<file path="src/rtl/shiftr_rotr_seq4.sv">
// Sequential 4-bit shift-right / rotate-right engine: one bit position per clock,
// result held under a valid/ack handshake until consumed.
module shiftr_rotr_seq4 (
    input  logic       clk,
    input  logic       rst,
    input  logic       start,
    input  logic [2:0] ctrl,
    input  logic [3:0] in,
    input  logic       out_ack,
    output logic       busy,
    output logic       out_valid,
    output logic [3:0] out
);

    typedef enum logic [1:0] {IDLE, SHIFT, HOLD} state_t;

    state_t     state;
    logic [3:0] shreg;
    logic [2:0] cnt;
    logic       rot;

    logic [2:0] dec_n;
    logic       dec_rot;

    // Opcode 100 is a full 4-position logical shift, which always yields zero.
    always_comb begin
        dec_n   = 3'd0;
        dec_rot = 1'b0;
        case (ctrl)
            3'b000: begin dec_n = 3'd0; dec_rot = 1'b0; end
            3'b001: begin dec_n = 3'd1; dec_rot = 1'b0; end
            3'b010: begin dec_n = 3'd2; dec_rot = 1'b0; end
            3'b011: begin dec_n = 3'd3; dec_rot = 1'b0; end
            3'b100: begin dec_n = 3'd4; dec_rot = 1'b0; end
            3'b101: begin dec_n = 3'd1; dec_rot = 1'b1; end
            3'b110: begin dec_n = 3'd2; dec_rot = 1'b1; end
            3'b111: begin dec_n = 3'd3; dec_rot = 1'b1; end
            default: begin dec_n = 3'd0; dec_rot = 1'b0; end
        endcase
    end

    always_ff @(posedge clk) begin
        if (rst) begin
            state     <= IDLE;
            shreg     <= '0;
            cnt       <= '0;
            rot       <= 1'b0;
            busy      <= 1'b0;
            out_valid <= 1'b0;
        end else begin
            case (state)
                IDLE: begin
                    if (start) begin
                        shreg <= in;
                        cnt   <= dec_n;
                        rot   <= dec_rot;
                        busy  <= 1'b1;
                        if (dec_n == 3'd0) begin
                            state     <= HOLD;
                            out_valid <= 1'b1;
                        end else begin
                            state <= SHIFT;
                        end
                    end
                end
                SHIFT: begin
                    shreg <= {(rot ? shreg[0] : 1'b0), shreg[3:1]};
                    cnt   <= cnt - 3'd1;
                    if (cnt == 3'd1) begin
                        state     <= HOLD;
                        out_valid <= 1'b1;
                    end
                end
                HOLD: begin
                    if (out_ack) begin
                        state     <= IDLE;
                        out_valid <= 1'b0;
                        busy      <= 1'b0;
                    end
                end
                default: begin
                    state     <= IDLE;
                    out_valid <= 1'b0;
                    busy      <= 1'b0;
                end
            endcase
        end
    end

    assign out = shreg;

endmodule

</file>
<file path="config.mk">
export PLATFORM = sky130hd
export DESIGN_NAME = shiftr_rotr_seq4
export DESIGN_NICKNAME = d
export VERILOG_FILES = /design/src/rtl/shiftr_rotr_seq4.sv
export SDC_FILE = /design/constraint.sdc
export NUM_CORES = 1
export LEC_CHECK = 0
export ABC_CLOCK_PERIOD_IN_PS = 1850
export BUFFER_PORTS_ARGS = -buffer_cell sky130_fd_sc_hd__buf_4
export CORE_MARGIN = 2
export CORE_UTILIZATION = 48
export DETAILED_ROUTE_END_ITERATION = 16
export GPL_TIMING_DRIVEN = 0
export PLACE_DENSITY = 0.77
export SKIP_CTS_REPAIR_TIMING = 1
export SLEW_MARGIN = 0
export SYNTH_ARGS = -nofsm -noshare
export SYNTH_HDL_FRONTEND = slang
export SYNTH_SLANG_ARGS = --single-unit
</file>
<file path="constraint.sdc">
create_clock -name clk -period 1.85 [get_ports clk]
set_clock_uncertainty 0.1 [all_clocks]
set_input_delay 0.0925 -clock clk [delete_from_list [all_inputs] [get_ports clk]]
set_output_delay 0.0925 -clock clk [all_outputs]
set_load 0.03 [all_outputs]
</file>
Yosys cells after proc, flatten, opt, wreduce, memory -nomap -nowiden
Memories as Yosys holds them, arrays and structs flattened.
Index checks and enable logic that the tools add are counted.
{"block": "word_totals", "regBits": 12, "mem_bits_ro": 32, "in_bits": 11, "output_inout_bits": 6, "elab_cells": 41, "memories": 1}
{"name": "(name not given)", "words": 8, "word_bits": 4, "read_ports": 1, "rd_ports_with_merged_regs": 0, "wr": 0, "line_no": "29", "rtl": "case (ctrl)"}
{"block": "classes", "add_sub_neg": 1, "eq_ne": 7, "mux": 17, "n_bitwise": 1, "reduce_logical": 8}
{"op": "2-to-1 mux 2 bit", "n": 4}
{"op": "!= test 2 bit, second input constant", "n": 4}
{"op": "case mux 4 bit (2 select lines)", "n": 1}
{"op": "2-to-1 mux 1 bit", "n": 6}
{"op": "case mux 1 bit (3 select lines)", "n": 2}
{"op": "case mux 2 bit (3 select lines)", "n": 1}
{"op": "case mux 3 bit (2 select lines)", "n": 1}
{"op": "AND reduction 3 bit", "n": 2}
{"op": "2-to-1 mux 4 bit", "n": 1}
{"op": "AND reduction 2 bit", "n": 2}
{"op": "AND reduction 4 bit", "n": 1}
{"op": "== test 3 x 1 -> 1 bit, second input constant", "n": 1}
{"op": "zero test 3 bit", "n": 1}
{"op": "2-to-1 mux 3 bit", "n": 1}
{"op": "subtractor 3 x 1 -> 3 bit, second input constant", "n": 1}
{"op": "== test 2 x 1 -> 1 bit, second input constant", "n": 1}
{"op": "== test 2 bit, second input constant", "n": 1}
{"op": "zero test 2 bit", "n": 1}
{"op": "nonzero test 2 bit", "n": 1}
{"op": "NOT 1 bit", "n": 1}

Longest topological paths before layout
Gate-level depths: netlist (run 1).
An unclocked memory read counts as a cell.
{"block": "logic_depth", "ltp_word": 5, "mapped_depth": 6, "depth_no_buf": 6}

Worst setup path after synthesis (run 1)
Ideal clock, no wire load.
{"block": "synth_path", "kind": "register to register", "from": "reg state[1]", "to": "reg state[1]", "setup_time_ps": 133, "arrival_time_ps": 1114, "required_time_ps": 1617, "setup_slack_ps": 503, "stages_incl_launch_ff": 5, "n_path_buf": 0, "path_cell_list": "dfxtp_1 -> mux2_2 -> o22ai_2 -> o22a_1 -> nor3_1"}
{"block": "synth_between", "elab_chain_cells": 3}
{"element": "from (decl)", "line_no": "17", "rtl": "state_t state;"}
{"element": "from (signal assigned)", "line_no": "44", "rtl": "state <= IDLE;"}
{"element": "from (signal assigned)", "line_no": "59", "rtl": "state <= HOLD;"}
{"element": "from (signal assigned)", "line_no": "62", "rtl": "state <= SHIFT;"}
{"element": "== test 2 x 1 -> 1 bit (tied with other cells)", "line_no": "51", "rtl": "case (state)"}
{"element": "!= test 2 bit (no source line)"}
{"element": "AND reduction 3 bit (no source line)"}
Several ways; a longest one is shown, not always the timed one.
A chain may end at the register's enable or synchronous reset.

Worst setup path in the final report (run 1)
Ends and elaborated chain as after synthesis.

==> impl_metrics.env, run 1 <==
export IMPL_status="completed"
export IMPL_min_path_type="in -> reg"
export IMPL_place_hpwl_um=975
export IMPL_port_buffers=16
export IMPL_cts_max_level=1
export IMPL_ys_types=29
export IMPL_clk_path_buf_depth=2
export IMPL_syn_cell_area_um2=623
export IMPL_gr_total_overflow=0
export IMPL_r2r_setup_slack_ns=0.36
export IMPL_synthFlopType="dfxtp_1"
export IMPL_whs_endpoint="rot"
export IMPL_drive_above_1_share_pct=29.3
export IMPL_synth_top_family_by_area="compound AO/OA/AOI/OAI gates"
export IMPL_wl_met2_um=590
export IMPL_ir_drop_mv=0.597
export IMPL_yosysTopAreaCellShare_pct=38.6
export IMPL_placed_cell_area_um2=761
export IMPL_min_path_cells=3
export IMPL_n_antenna_cell=0
export IMPL_max_freq_mhz=673
export IMPL_crit_fanout=8
export IMPL_worstSkewPairLatency_ns=0.28
export IMPL_grt_pass1_vias=471
export IMPL_wire_per_inst_um=13.0
export IMPL_fin_util_pct=69.5
export IMPL_synth_seq_area_share_pct=38.6
export IMPL_synth_xor_area_share_pct=0
export IMPL_synthSimpleGateAreaFrac_pct=21.7
export IMPL_hold_viol=0
export IMPL_rr_endpoint="state[1]"
export IMPL_drc=0
export IMPL_rsz0062_at_grt="no"
export IMPL_synth_nets=84
export IMPL_setup_ws_ns=0.364
export IMPL_routed_wl_mm=1.38
export IMPL_root_buffer="clkbuf_4"
export IMPL_synth_most_common_cell="dfxtp_1"
export IMPL_firstDrtPassIters=4
export IMPL_dp_cells=101
export IMPL_dpl_worst_slack_ns=0.386
export IMPL_period_share_pct=80.3
export IMPL_tightestPinTransition_ns=0.483
export IMPL_async_reset_ff_share_pct=0
export IMPL_cap_violations=0
export IMPL_top_layer="met4"
export IMPL_synth_edf_count=0
export IMPL_yosysWarnings=0
export IMPL_grt_pass1_wl_mm=2.13
export IMPL_synthTopCellsByArea="dfxtp_1 39%, nor2_1 6.6%, mux2i_1 4.8%"
export IMPL_die_y_um=40.0
export IMPL_startpoint_type="flip-flop"
export IMPL_avgSynthCellArea_um2=8.78
export IMPL_netlist_top_cells_count="12 x dfxtp_1, 11 x nor2_1, 5 x a21oi_1, 4 x a211oi_1, 4 x nand2_1"
export IMPL_p_per_area_nw_per_um2=1010
export IMPL_layout_nets=107
export IMPL_cts_buffers=3
export IMPL_max_slew_margin_rel_pct=67.8
export IMPL_fin_crit_ns=1.49
export IMPL_cts_tree="yes"
export IMPL_syn_inst=71
export IMPL_final_cell_area_um2=803
export IMPL_synthMuxAreaShare_pct=6.63
export IMPL_core_area_um2=1160
export IMPL_cts_sinks=12
export IMPL_groute_usage_overall_pct=21.2
export IMPL_slew_violations=0
export IMPL_num_vias=573
export IMPL_grt_max_degree=11
export IMPL_hp_start="ctrl[2]"
export IMPL_syn2layout_area_growth_pct=28.9
export IMPL_required_ns=1.90
export IMPL_row_count=12
export IMPL_wl_met1_um=708
export IMPL_synthAdderAreaFrac_pct=4.02
export IMPL_worstSetupPathType="reg -> reg"
export IMPL_setup_tns_ns=0
export IMPL_gp_congestion=0.770
export IMPL_die_area_um2=1600
export IMPL_ys_ff_latch=12
export IMPL_yosys_area_top_type="dfxtp_1"
export IMPL_setup_violations=0
export IMPL_worstSetupEndpointType="flip-flop"
export IMPL_grt_antenna_before_repair=0
export IMPL_r2r_cells=4
export IMPL_crit_arrival_ns=1.53
export IMPL_wl_met3_um=54
export IMPL_synth_compound_area_share_pct=24.1
export IMPL_worstReg2RegStart="state[1]"
export IMPL_dieWidth_um=40.0
export IMPL_cts_clk_slew_worst_paths_ns=0.07
export IMPL_leakagePower_nw=0.360
export IMPL_stdcell_count=106
export IMPL_vias_per_cell=5.41
export IMPL_ios=17
export IMPL_start_util_pct=53.9
export IMPL_ant_nets=0
export IMPL_drt_iter0_drc=7
-- layout by cell type, fill, tap and decap left out, types with 2 or more instances in the layout --
cell | netlist | final
buf_4 | 0 | 16
dfxtp_1 | 12 | 12
nor2_1 | 11 | 11
a21oi_1 | 5 | 5
nand2_1 | 4 | 4
a211oi_1 | 4 | 4
inv_1 | 3 | 3
o21ai_0 | 3 | 3
nor3_1 | 3 | 3
mux2i_1 | 3 | 3
clkbuf_4 | 0 | 3
nor2b_1 | 2 | 2
and3_1 | 2 | 2
ha_1 | 2 | 2
dlygate4sd3_1 | 0 | 2
-- critical path, cell delays in order, from the launching register on --
cell and delay (ns):
dfxtp_1 0.45, mux2_2 0.39, o22ai_2 0.21, o22a_1 0.17, nor3_1 0.04
-- through the flow --
stage / power [W] / hold slack, ns
6_report: 0.000810 / 0.0209
5_1_grt: 0.000861 / 0.0320
4_1_cts: 0.000807 / -0.0563
3_5_place_dp: 0.000647 / 0.234
3_3_place_gp: 0.000639 / 0.220
2_1_floorplan: 0.000553 / 0.0958
-- how the worst max path moves through the flow --
| stage | from | endpoint | slack [ns] | cells after the start |
|---|---|---|---|---|
| after global placement | state[1] | state[1] | 0.39 | 4 |
| after detailed placement | state[1] | state[1] | 0.39 | 4 |
| after floorplan | state[1] | state[1] | 0.50 | 4 |
| after global routing | state[1] | state[1] | 0.28 | 4 |
| final | state[1] | state[1] | 0.36 | 4 |
| after CTS | state[1] | state[1] | 0.37 | 4 |
-- metal layers --
layer  up-vias  GRT usage, %
met3         4          8.33
met2        12          28.2
met4         0          12.9
li1        299             -
met1       258          28.0
met5         -             0
-- where the power goes --
group	leakage (nW)	internal [W]	switching, W
Sequential	0.0992	0.000300	0.0000359
Clock	0.0138	0.0000755	0.0000885
Combinational	0.247	0.000140	0.000170
Total	0.360	0.000516	0.000294
-- registers in the layout (all words and copies together) (netlist names) --
signal,cells
out,4
cnt,3
state,2
busy,1
out_valid,1
rot,1
-- cell families after synthesis --
kind of cell    Yosys count
buf+inv                   6
simple gates             27
flops                    12
mux                       4
fa+ha+maj                 2
compound gates           20
-- area by class of cell --
| type | count | area [µm²] |
|---|---|---|
| Fill cell | 98 | 353 |
| Multi-Input combinational cell | 53 | 352 |
| Sequential cell | 12 | 240 |
| Timing Repair Buffer | 18 | 140 |
| Clock buffer | 3 | 22.5 |
| Buffer | 3 | 20.0 |
| Tap cell | 14 | 17.5 |
| Inverter | 3 | 11.3 |
(Power assumes the default switching activity.)
==> run 2, diff against run 1 <==
--- a/config.mk
+++ b/config.mk
@@ -5,13 +5,14 @@
 export SDC_FILE = /design/constraint.sdc
 export NUM_CORES = 1
 export LEC_CHECK = 0
-export ABC_CLOCK_PERIOD_IN_PS = 1850
+export ABC_AREA = 1
+export ABC_CLOCK_PERIOD_IN_PS = 1500
 export BUFFER_PORTS_ARGS = -buffer_cell sky130_fd_sc_hd__buf_4
-export CORE_MARGIN = 2
-export CORE_UTILIZATION = 48
+export CORE_AREA = 2 2 39 41
 export DETAILED_ROUTE_END_ITERATION = 16
+export DIE_AREA = 0 0 41 43
 export GPL_TIMING_DRIVEN = 0
-export PLACE_DENSITY = 0.77
+export PLACE_DENSITY = 0.76
 export SKIP_CTS_REPAIR_TIMING = 1
 export SLEW_MARGIN = 0
 export SYNTH_ARGS = -nofsm -noshare
==> constraint.sdc (replaced) <==
create_clock -name clk -period 1.5 [get_ports clk]
set_clock_uncertainty 0.1 [all_clocks]
set_input_delay 0.075 -clock clk [delete_from_list [all_inputs] [get_ports clk]]
set_output_delay 0.075 -clock clk [all_outputs]
set_load 0.03 [all_outputs]
==> run 2 against run 1 <==
  * Sequential power increased by 32%
  * Total power increased by 43%
  * Largest power group is now combinational cells
  * Clock power increased by 62%
  * Worst hold slack got worse by 0.013 ns
  * Routed wire length increased by 1.2%
  * Global-route usage decreased by 1.7 points
  * Highest routed layer unchanged
  * Utilization decreased by 9.6 points
==> impl_metrics.env, run 2 <==
export IMPL_fillers=131
export IMPL_min_path_type="in -> reg"
export IMPL_stdcell_count=130
export IMPL_synthTopCellsByArea="dfxtp_1 38%, nand2_1 15%, nor2_1 8.9%"
export IMPL_crit_arrival_ns=1.37
export IMPL_crit_path_start="state[1]"
export IMPL_port_buffers=16
export IMPL_vias_per_cell=4.92
export IMPL_rr_endpoint="out[0]"
export IMPL_drive_above_1_share_pct=24.6
export IMPL_seq_area_um2=240
export IMPL_yosysTopAreaCellShare_pct=38.0
export IMPL_synth_edf_count=0
export IMPL_firstDrtPassIters=4
export IMPL_required_ns=1.57
export IMPL_ir_drop_mv=0.792
export IMPL_worstSetupPathType="reg -> reg"
export IMPL_yosysWarnings=0
export IMPL_clk_path_buf_depth=2
export IMPL_n_antenna_cell=0
export IMPL_multi_input_area_um2=349
export IMPL_cts_clk_slew_worst_paths_ns=0.08
export IMPL_die_y_um=43
export IMPL_grt_antenna_before_repair=0
export IMPL_ios=17
export IMPL_wire_per_inst_um=10.7
export IMPL_max_slew_margin_rel_pct=81.6
export IMPL_ys_ff_latch=12
export IMPL_setup_ws_ns=0.201
export IMPL_root_buffer="clkbuf_4"
export IMPL_synthFlopType="dfxtp_1"
export IMPL_place_hpwl_mm=1.06
export IMPL_largest_reg_flops=4
export IMPL_power_total_w=0.00116
export IMPL_final_common_cell="nand2_1"
export IMPL_gr_total_overflow=0
export IMPL_p_per_area_nw_per_um2=1400
export IMPL_syn2layout_area_growth_pct=31.1
export IMPL_cts_max_level=1
export IMPL_status="completed"
export IMPL_dieWidth_um=41
export IMPL_synth_seq_area_share_pct=38.0
export IMPL_max_freq_mhz=770
export IMPL_cp_endpoint="out[0]"
export IMPL_syn_inst=92
export IMPL_worstSetupEndpointType="flip-flop"
export IMPL_cts_sinks=12
export IMPL_yosys_area_top_type="dfxtp_1"
export IMPL_layout_nets=128
export IMPL_ant_nets=0
export IMPL_synth_most_common_cell="nand2_1"
export IMPL_async_reset_ff_share_pct=0
export IMPL_die_area_um2=1760
export IMPL_setup_violations=0
export IMPL_drt_iter0_drc=8
export IMPL_hold_viol=0
export IMPL_start_util_pct=45.7
export IMPL_fin_crit_ns=1.30
export IMPL_netlist_top_cells_count="25 x nand2_1, 15 x nor2_1, 12 x dfxtp_1, 11 x o21ai_0, 7 x inv_1"
export IMPL_tightestPinTransition_ns=0.276
export IMPL_dp_cells=124
export IMPL_grt_pass1_vias=552
export IMPL_cts_tree="yes"
export IMPL_r2r_setup_slack_ns=0.20
export IMPL_cts_buffers=3
export IMPL_setup_tns_ns=0
export IMPL_core_area_um2=1380
export IMPL_synth_nets=105
export IMPL_routed_wl_mm=1.39
export IMPL_syn_cell_area_um2=632
export IMPL_grt_max_degree=11
export IMPL_groute_usage_overall_pct=19.5
export IMPL_ys_types=16
export IMPL_startpoint_type="flip-flop"
export IMPL_final_cell_area_um2=828
export IMPL_row_count=14
export IMPL_avgSynthCellArea_um2=6.87
export IMPL_slew_violations=0
export IMPL_worstSkewPairLatency_ns=0.28
export IMPL_grt_pass1_wl_mm=2.24
export IMPL_placed_cell_area_um2=772
export IMPL_gp_congestion=0.728
export IMPL_rsz0062_at_grt="no"
export IMPL_drc=0
export IMPL_worstReg2RegStart="state[1]"
export IMPL_crit_fanout=10
export IMPL_final_cell_mix="25 x nand2_1, 16 x buf_4, 15 x nor2_1"
export IMPL_dpl_worst_slack_ns=0.204
export IMPL_num_vias=639
export IMPL_r2r_cells=5
export IMPL_cap_violations=0
export IMPL_period_share_pct=86.6
export IMPL_leakagePower_nw=0.418
[run 2: cell types whose count changed after synthesis, moves of 3 or more]
cell | before | now
o21ai_0 | 3 | 11
nand3_1 | 0 | 5
inv_1 | 3 | 7
nand2_1 | 4 | 25
nand2_4 | 0 | 3
mux2i_1 | 3 | 0
a211oi_1 | 4 | 0
nor2_1 | 11 | 15
[run 2: where the power goes]
part,total [W],internal (W),leakage (nW),switching [W]
Combinational,0.000451,0.000170,0.298,0.000281
Clock,0.000265,0.000148,0.0210,0.000117
Sequential,0.000442,0.000385,0.0995,0.0000564
[run 2: kinds of logic (layout without fill, tap and decap cells)]
logic type               Yosys count  in the layout  share of synthesized area [%]
AND/OR/NAND/NOR                   51             51                           37.2
AO/OA/AOI/OAI                     16             16                           12.7
flip-flops                        12             12                           38.0
adder cells (fa/ha/maj)            2              2                           3.96
buffers and inverters             10             32                           6.73
XOR/XNOR                           1              1                           1.39
[run 2: final cells by class]
cell class / instances / area share (%)
inverter: 10 / 5.14
multi-input combinational: 70 / 42.1
clock buffer: 4 / 4.38
sequential: 12 / 29.0
tap: 16 / 2.42
timing repair buffer: 18 / 16.9
[run 2: critical path, stage by stage, from the launching register on]
cell	delay, ns
dfxtp_1	0.48
inv_2	0.12
nand2_4	0.14
nand2_4	0.10
o21ai_0	0.17
nor2_1	0.07
[run 2: metal layers]
| metal | up-vias | track usage, % | routed length, µm |
|---|---|---|---|
| li1 | 337 | - | - |
| met2 | 14 | 30.6 | 678 |
| met4 | 0 | 10.0 | 34 |
| met1 | 283 | 21.2 | 610 |
| met3 | 5 | 7.85 | 71 |
| met5 | - | 0 | 0 |
[run 2: worst min-delay path by stage]
stage,cells after the start,startpoint,endpoint,slack [ns]
floorplan,1,rst,rot,0.05
global placement,2,rst,rot,0.17
detailed placement,2,rst,rot,0.17
CTS,2,rst,rot,-0.12
global route,3,ctrl[0],cnt[0],0.02
finish,5,in[2],out[2],0.008
[run 2: metrics by stage]
| stage | hold WS (ns) | utilization, % |
|---|---|---|
| floorplan | 0.0474 | - |
| global placement | 0.171 | 55.8 |
| detailed placement | 0.173 | 55.8 |
| CTS | -0.124 | 58.4 |
| global route | 0.0226 | 59.9 |
| finish | 0.00800 | 59.9 |
